**src/rtl/serial_logic_unit.sv**
```systemverilog
// Chunk-serial bitwise logic unit with start/busy/done handshake.
// Produces a registered result plus zero and parity status flags.
module serial_logic_unit #(
    parameter int WIDTH = 16,
    parameter int CHUNK = 4
) (
    input  logic             clk,
    input  logic             rst_n,
    input  logic             start,
    input  logic [2:0]       op,
    input  logic [WIDTH-1:0] a,
    input  logic [WIDTH-1:0] b,
    output logic             busy,
    output logic             done,
    output logic [WIDTH-1:0] result,
    output logic             zero,
    output logic             parity
);

    localparam int N  = WIDTH / CHUNK;
    localparam int CW = (N > 1) ? $clog2(N) : 1;
    localparam logic [CW-1:0] LAST = CW'(N - 1);

    typedef enum logic {
        IDLE,
        RUN
    } state_t;

    function automatic logic [CHUNK-1:0] apply(
        input logic [2:0]       o,
        input logic [CHUNK-1:0] x,
        input logic [CHUNK-1:0] y
    );
        logic [CHUNK-1:0] r;
        r = '0;
        unique case (o)
            3'd0: r = x & y;
            3'd1: r = x | y;
            3'd2: r = x ^ y;
            3'd3: r = ~(x ^ y);
            3'd4: r = ~(x & y);
            3'd5: r = ~(x | y);
            3'd6: r = x & ~y;
            3'd7: r = ~x;
        endcase
        return r;
    endfunction

    state_t           state_q, state_d;
    logic [CW-1:0]    cnt_q, cnt_d;
    logic [2:0]       op_q, op_d;
    logic [WIDTH-1:0] a_q, a_d;
    logic [WIDTH-1:0] b_q, b_d;
    logic [WIDTH-1:0] work_q, work_d;
    logic [WIDTH-1:0] result_q, result_d;
    logic             busy_q, busy_d;
    logic             done_q, done_d;
    logic             zero_q, zero_d;
    logic             parity_q, parity_d;

    logic [CHUNK-1:0] a_c, b_c, r_c;
    logic [WIDTH-1:0] work_n;

    // One shared chunk operator; operands are muxed in by the chunk counter.
    always_comb begin
        a_c = '0;
        b_c = '0;
        for (int i = 0; i < N; i++) begin
            if (cnt_q == CW'(i)) begin
                a_c = a_q[i*CHUNK +: CHUNK];
                b_c = b_q[i*CHUNK +: CHUNK];
            end
        end
        r_c    = apply(op_q, a_c, b_c);
        work_n = work_q;
        for (int i = 0; i < N; i++) begin
            if (cnt_q == CW'(i)) begin
                work_n[i*CHUNK +: CHUNK] = r_c;
            end
        end
    end

    always_comb begin
        state_d  = state_q;
        cnt_d    = cnt_q;
        op_d     = op_q;
        a_d      = a_q;
        b_d      = b_q;
        work_d   = work_q;
        result_d = result_q;
        busy_d   = busy_q;
        done_d   = 1'b0;
        zero_d   = zero_q;
        parity_d = parity_q;
        unique case (state_q)
            IDLE: begin
                if (start) begin
                    state_d = RUN;
                    op_d    = op;
                    a_d     = a;
                    b_d     = b;
                    cnt_d   = '0;
                    busy_d  = 1'b1;
                end
            end
            RUN: begin
                work_d = work_n;
                cnt_d  = cnt_q + 1'b1;
                if (cnt_q == LAST) begin
                    state_d  = IDLE;
                    cnt_d    = '0;
                    busy_d   = 1'b0;
                    done_d   = 1'b1;
                    result_d = work_n;
                    zero_d   = ~|work_n;
                    parity_d = ^work_n;
                end
            end
        endcase
    end

    always_ff @(posedge clk or negedge rst_n) begin
        if (!rst_n) begin
            state_q  <= IDLE;
            cnt_q    <= '0;
            op_q     <= '0;
            a_q      <= '0;
            b_q      <= '0;
            work_q   <= '0;
            result_q <= '0;
            busy_q   <= 1'b0;
            done_q   <= 1'b0;
            zero_q   <= 1'b0;
            parity_q <= 1'b0;
        end else begin
            state_q  <= state_d;
            cnt_q    <= cnt_d;
            op_q     <= op_d;
            a_q      <= a_d;
            b_q      <= b_d;
            work_q   <= work_d;
            result_q <= result_d;
            busy_q   <= busy_d;
            done_q   <= done_d;
            zero_q   <= zero_d;
            parity_q <= parity_d;
        end
    end

    assign busy   = busy_q;
    assign done   = done_q;
    assign result = result_q;
    assign zero   = zero_q;
    assign parity = parity_q;

endmodule

```
**config.mk**
```make
export PLATFORM = sky130hd
export DESIGN_NAME = serial_logic_unit
export DESIGN_NICKNAME = d
export VERILOG_FILES = /design/src/rtl/serial_logic_unit.sv
export SDC_FILE = /design/constraint.sdc
export NUM_CORES = 1
export LEC_CHECK = 0
export CORE_ASPECT_RATIO = 2
export CORE_MARGIN = 2
export CORE_UTILIZATION = 52
export CTS_CLUSTER_DIAMETER = 30
export CTS_CLUSTER_SIZE = 25
export DETAILED_ROUTE_END_ITERATION = 8
export PLACE_DENSITY_LB_ADDON = 0.2
export SLEW_MARGIN = 20
export SYNTH_ARGS = -nofsm -noshare
export SYNTH_HDL_FRONTEND = slang
export SYNTH_SLANG_ARGS = --single-unit
export TNS_END_PERCENT = 20
```
**constraint.sdc**
```tcl
create_clock -name clk -period 5.2 [get_ports clk]
set_clock_uncertainty 0.2 [all_clocks]
set_input_delay 0.78 -clock clk [delete_from_list [all_inputs] [get_ports clk]]
set_output_delay 0.78 -clock clk [all_outputs]
set_load 0.005 [all_outputs]
```
==> impl_metrics.yaml, run 1 <==
clock_network:
  cts_tree: "done"
  path_clk_slew_ns: 0.06
  cts_resized: 0
  cts_buffers: 9
  clk_root_buffer_cell: "clkbuf_16"
  cts_buffer_depth: 2
  cts-hold-fix-buffers: 0
  numClockSinks: 74
  htree_levels: 3
  cts_setup_buffers: 0
  clk-insertion-delay-late_ns: 0.33
sta:
  maxSlewHeadroom: 0.344
  fmax_mhz: 233
  rsz0062_at_grt: "false"
  tns_ns: 0
  slew_viol_final: 0
  period_needed_ns: 4.30
  period_share: 0.827
  setup_violations: 0
  tightestPinTransition_ns: 0.983
  final_hold_viol_count: 0
floorplan:
  start_util: 0.531
  pin_count: 58
  fp.dieH_um: 128
  core_area_mm2: 0.00754
  std_cell_rows: 45
  die_x_um: 66.1
  die_area_mm2: 0.00846
setup_path:
  worstSetupStartpointType: "register"
  critPathCaptureType: "register"
  rrSetupSlack_ns: 0.90
  cp_data_required_time_ns: 5.18
  cp_data_arrival_time_ns: 4.28
  crit_path_max_fanout: 14
  startpoint: "cnt_q[0]"
  crit_end: "parity"
  r2r_cells: 18
  r2r_start: "cnt_q[0]"
  critical_path_class: "reg -> reg"
  reg2reg_to: "parity"
layout:
  syn_to_final_growth_pct: 22.4
  multi_input_area_mm2: 0.00198
  nFillCells: 640
  regArea_mm2: 0.00185
  stdcell_area_mm2: 0.00490
  utilization: 0.650
  final_layout_size_suffix_gt1_frac: 0.186
  fin_nets: 478
  num_antenna_cells: 0
global_route:
  grt_pass1_wl_mm: 16.6
  antenna_found_initial: 0
  grt_pass1_vias: 3328
  overflow: 0
  grt_use_total: 0.265
  grt_max_degree: 45
flow_run:
  maxCapViolations: 0
placed_design:
  routabilityCongestion: 0.942
  numPortBuffers: 57
  placed_area_mm2: 0.00460
  hpwl_mm: 7.49
synth:
  syn_avg_cell_area_um2: 10.7
  yosysMostFrequentCell: "dfrtp_1"
  synth_cell_types: 48
  yosys-top-cells-area: "dfrtp_1 (46%), mux2_2 (9.3%), ha_1 (5.0%)"
  synth_area_leader_cell: "dfrtp_1"
  yosys_warnings: 0
  synth_seq_cells: 74
  synth-main-ff-cell: "dfrtp_1"
  synthArstFlopShare: 1.00
  synth_edf_count: 0
  yosysTopAreaCellShare: 0.462
  yosys-top-cells-count: "dfrtp_1 (74), nand2_1 (45), mux2_2 (33)"
  syn_area_mm2: 0.00401
  yosysSeqAreaShare: 0.462
  synthCells: 375
  syn_nets: 429
detailed_routing:
  via_per_inst: 5.95
  drt_pre_antenna_iters: 4
  post-route-drc-count: 0
  totalWireLength_mm: 10.1
  ant_nets: 0
  via_count: 3110
  wl_per_cell_um: 19.3
  drt_iter0_drc: 256
power:
  p_leak_nw: 2.10
  ir_drop_mv: 0.520
  power.total_mw: 4.23
  power_per_cell_area_mw_per_mm2: 862
hold_path:
  hp-class: "in -> async"
outcome:
  status: "finished, final reports clean"
area by class of cell:
| cell class | instances | area share |
|---|---|---|
| inverter | 16 | 0.0122 |
| clock inverter | 2 | 0.00714 |
| multi-input combinational | 262 | 0.403 |
| timing repair buffer | 61 | 0.122 |
| sequential | 74 | 0.378 |
| tap | 94 | 0.0240 |
| clock buffer | 14 | 0.0538 |
state kept, by name, indices dropped and copies added, names as in the netlist:
signal	count
parity	1
done	1
busy	1
op_q	3
cnt_q	2
state_q	1
b_q	16
zero	1
a_q	16
work_q	16
result	16
placed cells by master, fill, tap and decap left out, types with 3 or more instances in the layout:
cell type        synthesis  layout
a31oi_1                  4       4
clkbuf_16                0       9
nor2_1                  19      19
a31oi_2                  3       3
inv_1                   16      16
a2bb2oi_2                8       8
a21oi_1                 19      19
o22a_1                   3       3
clkbuf_1                 8       3
or2_2                    5       5
nand3_1                  3       3
o21ai_1                  3       3
buf_4                    2       5
dfrtp_1                 74      74
xnor2_1                  7       7
ha_1                    16      16
clkdlybuf4s50_1          0      56
o31ai_1                 14      14
and3_1                   7       7
nand2_1                 45      45
nand2b_1                 3       3
o21ai_0                 13      13
o221ai_1                 4       4
o22ai_1                  4       4
a21bo_2                  3       3
a22o_1                   5       5
nor2b_1                  8       7
a221o_1                  5       5
mux2i_1                  5       5
mux2_2                  33      33
power breakdown:
group          internal, mW  switching, mW
Clock                 0.397          0.222
Sequential            0.861          0.237
Combinational          1.21           1.30
Total                  2.47           1.76
layer usage:
layer / vias up / wire length (um) / track usage / part of all wire
met2: 86 / 5820 / 0.493 / 0.58
met3: 31 / 286 / 0.0448 / 0.028
met4: 0 / 507 / 0.154 / 0.050
li1: 1451 / - / - / -
met1: 1542 / 3470 / 0.265 / 0.34
met5: - / 0 / 0 / 0
metrics by stage:
stage	setup slack (ns)	hold WS, ns	instances
after detailed placement	0.914	0.267	507
after floorplan	1.45	0.242	375
after global placement	1.07	0.256	507
final	0.901	0.241	523
after global routing	0.581	0.281	523
after CTS	0.894	0.287	523
kinds of logic (layout without fill, tap and decap cells):
logic type / Yosys count / after routing / share of synthesized area
simple gates: 101 / 101 / 0.121
xor+xnor: 7 / 7 / 0.0153
compound gates: 100 / 100 / 0.200
fa+ha+maj: 16 / 16 / 0.0500
flops: 74 / 74 / 0.462
buf+inv: 39 / 93 / 0.0459
mux: 38 / 38 / 0.105
worst min path at each step:
stage | endpoint | slack [ns] | cells after the start
final | result[10] | 0.24 | 1
after global routing | done | 0.28 | 1
after CTS | zero | 0.29 | 2
after detailed placement | work_q[6] | 0.27 | 2
after global placement | work_q[6] | 0.26 | 2
after floorplan | work_q[10] | 0.24 | 2
worst max-delay path, stage by stage, from the launching register on:
cell,delay (ns)
dfrtp_1,0.39
inv_1,0.09
ha_1,0.41
or2_1,0.38
a221o_1,0.28
o221ai_1,0.14
inv_1,0.09
ha_1,0.30
a21oi_1,0.15
o22a_1,0.14
o21ai_1,0.07
a311oi_2,0.24
buf_4,0.25
a2bb2oi_2,0.20
ha_1,0.27
xnor2_1,0.18
xnor2_1,0.16
xnor2_1,0.13
o21ai_0,0.08
(Power assumes the default switching activity.)
==> inputs of run 2 (changes only) <==
Clock period 5.2 ns to 4.2 ns, I/O delays scaled along.
==> run 2 against run 1 <==
Critical path depth fell by 2. First-iteration DRC count fell by 32%. Sequential share of layout area fell by 1.1 points. Wire length fell by 4.1%. Non-clock buffer count rose by 11. Final cell count rose by 2.1%. Fmax rose by 9.2%. Setup slack got worse by 0.64 ns. Utilization rose by 2.0 points. Via count fell by 0.51%. Critical path type unchanged. Critical endpoint unchanged.
==> impl_metrics.yaml, run 2 (synthesis gave the netlist of run 1 again) <==
clock_network:
  path_clk_slew_ns: 0.06
  cts_tree: "done"
  cts_buffers: 9
  numClockSinks: 74
  htree_levels: 3
  cts_buffer_depth: 2
  clk-insertion-delay-late_ns: 0.34
  clk_root_buffer_cell: "clkbuf_16"
  cts-hold-fix-buffers: 0
layout:
  stdcell_area_mm2: 0.00505
  fin_nets: 489
  utilization: 0.670
  multi_input_area_mm2: 0.00202
  regArea_mm2: 0.00185
  final_layout_size_suffix_gt1_frac: 0.230
  num_antenna_cells: 0
  nFillCells: 625
  layout_commonest_cell: "dfrtp_1"
  syn_to_final_growth_pct: 26.1
  final_cell_mix: "dfrtp_1 (74), clkdlybuf4s50_1 (56), nand2_1 (45)"
sta:
  fmax_mhz: 254
  final_hold_viol_count: 0
  period_needed_ns: 3.94
  worst_hold_slack_ns: 0.0263
  setup_slack_ns: 0.262
  maxSlewHeadroom: 0.360
  slew_viol_final: 0
  tightestPinTransition_ns: 0.957
  period_share: 0.938
  setup_violations: 0
global_route:
  grt_pass1_wl_mm: 16.1
  grt_use_total: 0.258
  antenna_found_initial: 0
  overflow: 0
  grt_pass1_vias: 3254
  grt_max_degree: 57
placed_design:
  numPortBuffers: 57
  pre_cts_ws_ns: 0.161
  hpwl_mm: 7.36
  routabilityCongestion: 0.882
  placed_area_mm2: 0.00467
outcome:
  status: "finished, final reports clean"
floorplan:
  pin_count: 58
  die_area_mm2: 0.00846
  start_util: 0.531
  std_cell_rows: 45
  die_x_um: 66.1
  core_area_mm2: 0.00754
  fp.dieH_um: 128
flow_run:
  maxCapViolations: 0
setup_path:
  cp_data_required_time_ns: 4.22
  crit_path_max_fanout: 7
  slowest_delay_ns: 0.40
  critical_path_class: "reg -> reg"
  critPathTopFamily: "compound AO/OA/AOI/OAI gates"
  worstSetupStartpointType: "register"
  cp_slowest_cell: "a311o_1"
  critPathCaptureType: "register"
  worstPathCellList: "inv_1 -> ha_1 -> buf_4 -> a211oi_1 -> a221o_1 -> inv_1 -> ha_1 -> a21oi_1 -> o22ai_1 -> a311o_1 -> a31oi_2 -> ha_1 -> xnor2_1 -> xnor2_1 -> xnor2_1 -> o21ai_0"
  crit_buf_inv: 3
  cp_data_arrival_time_ns: 3.96
power:
  power.total_mw: 5.54
  power_per_cell_area_mw_per_mm2: 1100
  ir_drop_mv: 0.493
  p_leak_nw: 2.19
detailed_routing:
  wl_per_cell_um: 18.1
  drt_iter0_drc: 174
  totalWireLength_mm: 9.67
  drt_pre_antenna_iters: 4
  post-route-drc-count: 0
  ant_nets: 0
  via_per_inst: 5.79
  via_count: 3094
hold_path:
  hp-class: "in -> async"
run 2: changes by cell type in the layout (fill, tap and decap cells not counted), moves of 2 or more:
cell,delta
o22ai_2,+2
xnor2_1,-3
buf_6,+2
clkbuf_1,-3
xnor2_2,+3
buf_4,+8
o22ai_1,-2
run 2: final cells by class:
class / instances / share of cell area
clock inverters: 4 / 0.00966
inverters: 16 / 0.0119
well taps: 94 / 0.0233
clock buffers: 12 / 0.0527
multi-input cells: 262 / 0.400
repair buffers: 72 / 0.136
flip-flops and latches: 74 / 0.366
run 2: stage by stage:
stage                     setup TNS [ns]  instances
final                                  0        534
after global routing            -0.00476        534
after CTS                              0        532
after floorplan                        0        375
after global placement                 0        516
after detailed placement               0        516
run 2: where the power goes:
group	switching (mW)	internal [mW]
registers	0.280	1.07
clock network	0.296	0.507
logic	1.67	1.71
total	2.25	3.29
run 2: what timing repair did:
item                                   4_1_cts  5_1_grt
setup endpoints to repair                    0        1
endpoints found under the hold margin        0        0
gates resized for setup                      0       10
setup buffers                                0        2
run 2: worst reg2reg max path, delay by kind of cell (launching register included):
family          cells  cell delay (ns)
xor+xnor            3             0.49
buf+inv             3             0.35
flops               1             0.39
fa+ha+maj           3             0.83
compound gates      7             1.55
run 2: path summary, 6_finish.rpt:
| path | cells after the start | startpoint | slack [ns] | endpoint |
|---|---|---|---|---|
| worst max-delay path | 16 | cnt_q[0] | 0.26 | parity |
| worst min-delay path | 1 | rst_n | 0.03 | done |
| worst max register to register | 16 | cnt_q[0] | 0.26 | parity |
| worst min register to register | 2 | work_q[2] | 0.28 | work_q[2] |
| max in group asynchronous | 2 | rst_n | 2.70 | b_q[2] |
| min in group clk | 2 | work_q[2] | 0.28 | work_q[2] |
run 2: routing by layer:
layer,part of all wire,vias up,GRT usage
li1,-,1478,-
met1,0.35,1505,0.272
met2,0.57,82,0.463
met3,0.029,29,0.0413
met4,0.051,0,0.160
met5,0,-,0
==> inputs of run 3 (changes only) <==
Settings changed: CORE_MARGIN 2 to not set, REMOVE_ABC_BUFFERS set to 1.
==> run 3 against run 2 <==
Setup slack got worse by 0.079 ns. Fmax fell by 2.0%. Register-to-register slack worse by 0.08 ns. Via count fell by 0.71%. Sequential share of layout area grew 0.68 points. Worst hold slack improved by 0.16 ns. Non-clock buffer count did not move. Final cell count unchanged.
==> impl_metrics.yaml, run 3 (synthesis gave the netlist of run 1 again) <==
power:
  swShare: 0.413
  power.total_mw: 5.33
  combPwrFrac: 0.618
  power_per_cell_area_mw_per_mm2: 1070
  clockPowerShare: 0.130
  power_switching_mw: 2.20
  seqPwrFrac: 0.252
  p_leak_nw: 2.14
  ir_drop_mv: 0.546
  p_int_mw: 3.13
global_route:
  grt_pass1_wl_mm: 15.9
  grt_max_degree: 40
  grt_use_total: 0.267
  grt_pass1_vias: 3206
  antenna_found_initial: 0
  overflow: 0
outcome:
  status: "finished, final reports clean"
clock_network:
  numClockSinks: 74
  clk-insertion-delay-late_ns: 0.33
  cts-hold-fix-buffers: 0
  clk_root_buffer_cell: "clkbuf_16"
  path_clk_slew_ns: 0.06
  cts_buffer_depth: 2
  cts_buffers: 9
  cts_tree: "done"
  htree_levels: 3
floorplan:
  die_x_um: 64.1
  core_area_mm2: 0.00754
  fp.dieH_um: 126
  std_cell_rows: 45
  start_util: 0.531
  pin_count: 58
  die_area_mm2: 0.00808
detailed_routing:
  drt_pre_antenna_iters: 4
  via_count: 3072
  via_per_inst: 5.75
  wl_per_cell_um: 18.2
  ant_nets: 0
  post-route-drc-count: 0
  drt_iter0_drc: 139
  totalWireLength_mm: 9.73
layout:
  syn_to_final_growth_pct: 23.8
  stdcell_area_mm2: 0.00496
  final_layout_size_suffix_gt1_frac: 0.211
  layoutNonFillerInstCount: 534
  multi_input_area_mm2: 0.00198
  nFillCells: 643
  regArea_mm2: 0.00185
  fin_nets: 489
  num_antenna_cells: 0
  final_cell_mix: "dfrtp_1 (74), clkdlybuf4s50_1 (56), nand2_1 (45)"
  layout_commonest_cell: "dfrtp_1"
sta:
  period_needed_ns: 4.02
  final_hold_viol_count: 0
  slew_viol_final: 0
  period_share: 0.956
  fmax_mhz: 249
  setup_violations: 0
  worst_hold_slack_ns: 0.191
  maxSlewHeadroom: 0.345
  tightestPinTransition_ns: 0.981
  tns_ns: 0
setup_path:
  slowest_delay_ns: 0.40
  cp_slowest_cell: "dfrtp_1"
  worstPathCellList: "inv_1 -> ha_1 -> or2_4 -> a221o_1 -> o221ai_1 -> inv_1 -> ha_1 -> a21oi_2 -> o22a_1 -> o21ai_0 -> a311oi_2 -> buf_6 -> a2bb2oi_2 -> ha_1 -> xnor2_1 -> xnor2_1 -> xnor2_1 -> o21ai_0"
  cp_data_arrival_time_ns: 4.03
  critPathCaptureType: "register"
  critical_path_class: "reg -> reg"
  crit_path_max_fanout: 9
  r2r_cells: 18
  worstSetupStartpointType: "register"
  crit_buf_inv: 3
  cp_num_cells: 18
  cp_data_required_time_ns: 4.21
  critPathTopFamily: "compound AO/OA/AOI/OAI gates"
hold_path:
  hp-class: "in -> async"
placed_design:
  routabilityCongestion: 0.941
  hpwl_mm: 7.36
  dp_cells: 515
  numPortBuffers: 57
  placed_area_mm2: 0.00466
flow_run:
  maxCapViolations: 0
==> run 3: changes by cell type in the layout (fill, tap and decap cells not counted), moves of 2 or more <==
cell | before | now
xnor2_2 | 3 | 0
o22ai_2 | 3 | 1
o22ai_1 | 2 | 4
xnor2_1 | 4 | 7
clkbuf_1 | 0 | 3
clkbuf_8 | 3 | 1
==> run 3: worst register-to-register path, stage by stage (launching register included) <==
cell and delay [ns]:
dfrtp_1 0.40, inv_1 0.10, ha_1 0.25, or2_4 0.29, a221o_1 0.27, o221ai_1 0.13, inv_1 0.10, ha_1 0.33
a21oi_2 0.17, o22a_1 0.15, o21ai_0 0.10, a311oi_2 0.28, buf_6 0.19, a2bb2oi_2 0.14, ha_1 0.24, xnor2_1 0.20
xnor2_1 0.16, xnor2_1 0.13, o21ai_0 0.08
==> run 3: area by class of cell <==
class                   instances  share of cell area
multi-input cells             262               0.400
flip-flops and latches         74               0.373
inverters                      16              0.0121
well taps                      94              0.0237
repair buffers                 72               0.137
clock buffers                  13              0.0504
clock inverters                 3             0.00303
==> run 3: what timing repair did <==
| item | 4_1_cts | 5_1_grt |
|---|---|---|
| endpoints found under the hold margin | 0 | 0 |
| buffers inserted | 0 | 3 |
| endpoints found under the setup margin | 0 | 1 |
| resized for setup | 0 | 3 |
==> run 3: worst paths after layout <==
kind / start / endpoint / slack [ns]
setup / recovery: cnt_q[0] / parity / 0.18
hold / removal: rst_n / done / 0.19
setup reg to reg: cnt_q[0] / parity / 0.18
hold reg to reg: parity / parity / 0.27
max in group asynchronous: rst_n / b_q[0] / 2.61
min in group clk: parity / parity / 0.27
==> run 3: metal layers <==
layer	global-route usage	vias up	share of wire
met5	0	-	0
met4	0.197	0	0.065
met3	0.0516	33	0.026
met2	0.469	83	0.56
met1	0.272	1478	0.35
li1	-	1478	-
==> run 3: through the flow <==
stage / util / worst slack [ns]
2_1_floorplan: - / 0.0596
3_3_place_gp: 0.618 / 0.290
3_5_place_dp: 0.618 / 0.0972
4_1_cts: 0.653 / 0.0894
5_1_grt: 0.658 / -0.0121
6_report: 0.658 / 0.183
==> run 3: power by group through the flow <==
stage / combinational [mW] / clock, mW / sequential, mW
after detailed placement: 3.20 / 0 / 1.35
after CTS: 3.21 / 0.708 / 1.34
after global routing: 3.61 / 0.735 / 1.38
after global placement: 3.12 / 0 / 1.34
after floorplan: 2.29 / 0 / 1.27
final: 3.29 / 0.695 / 1.34
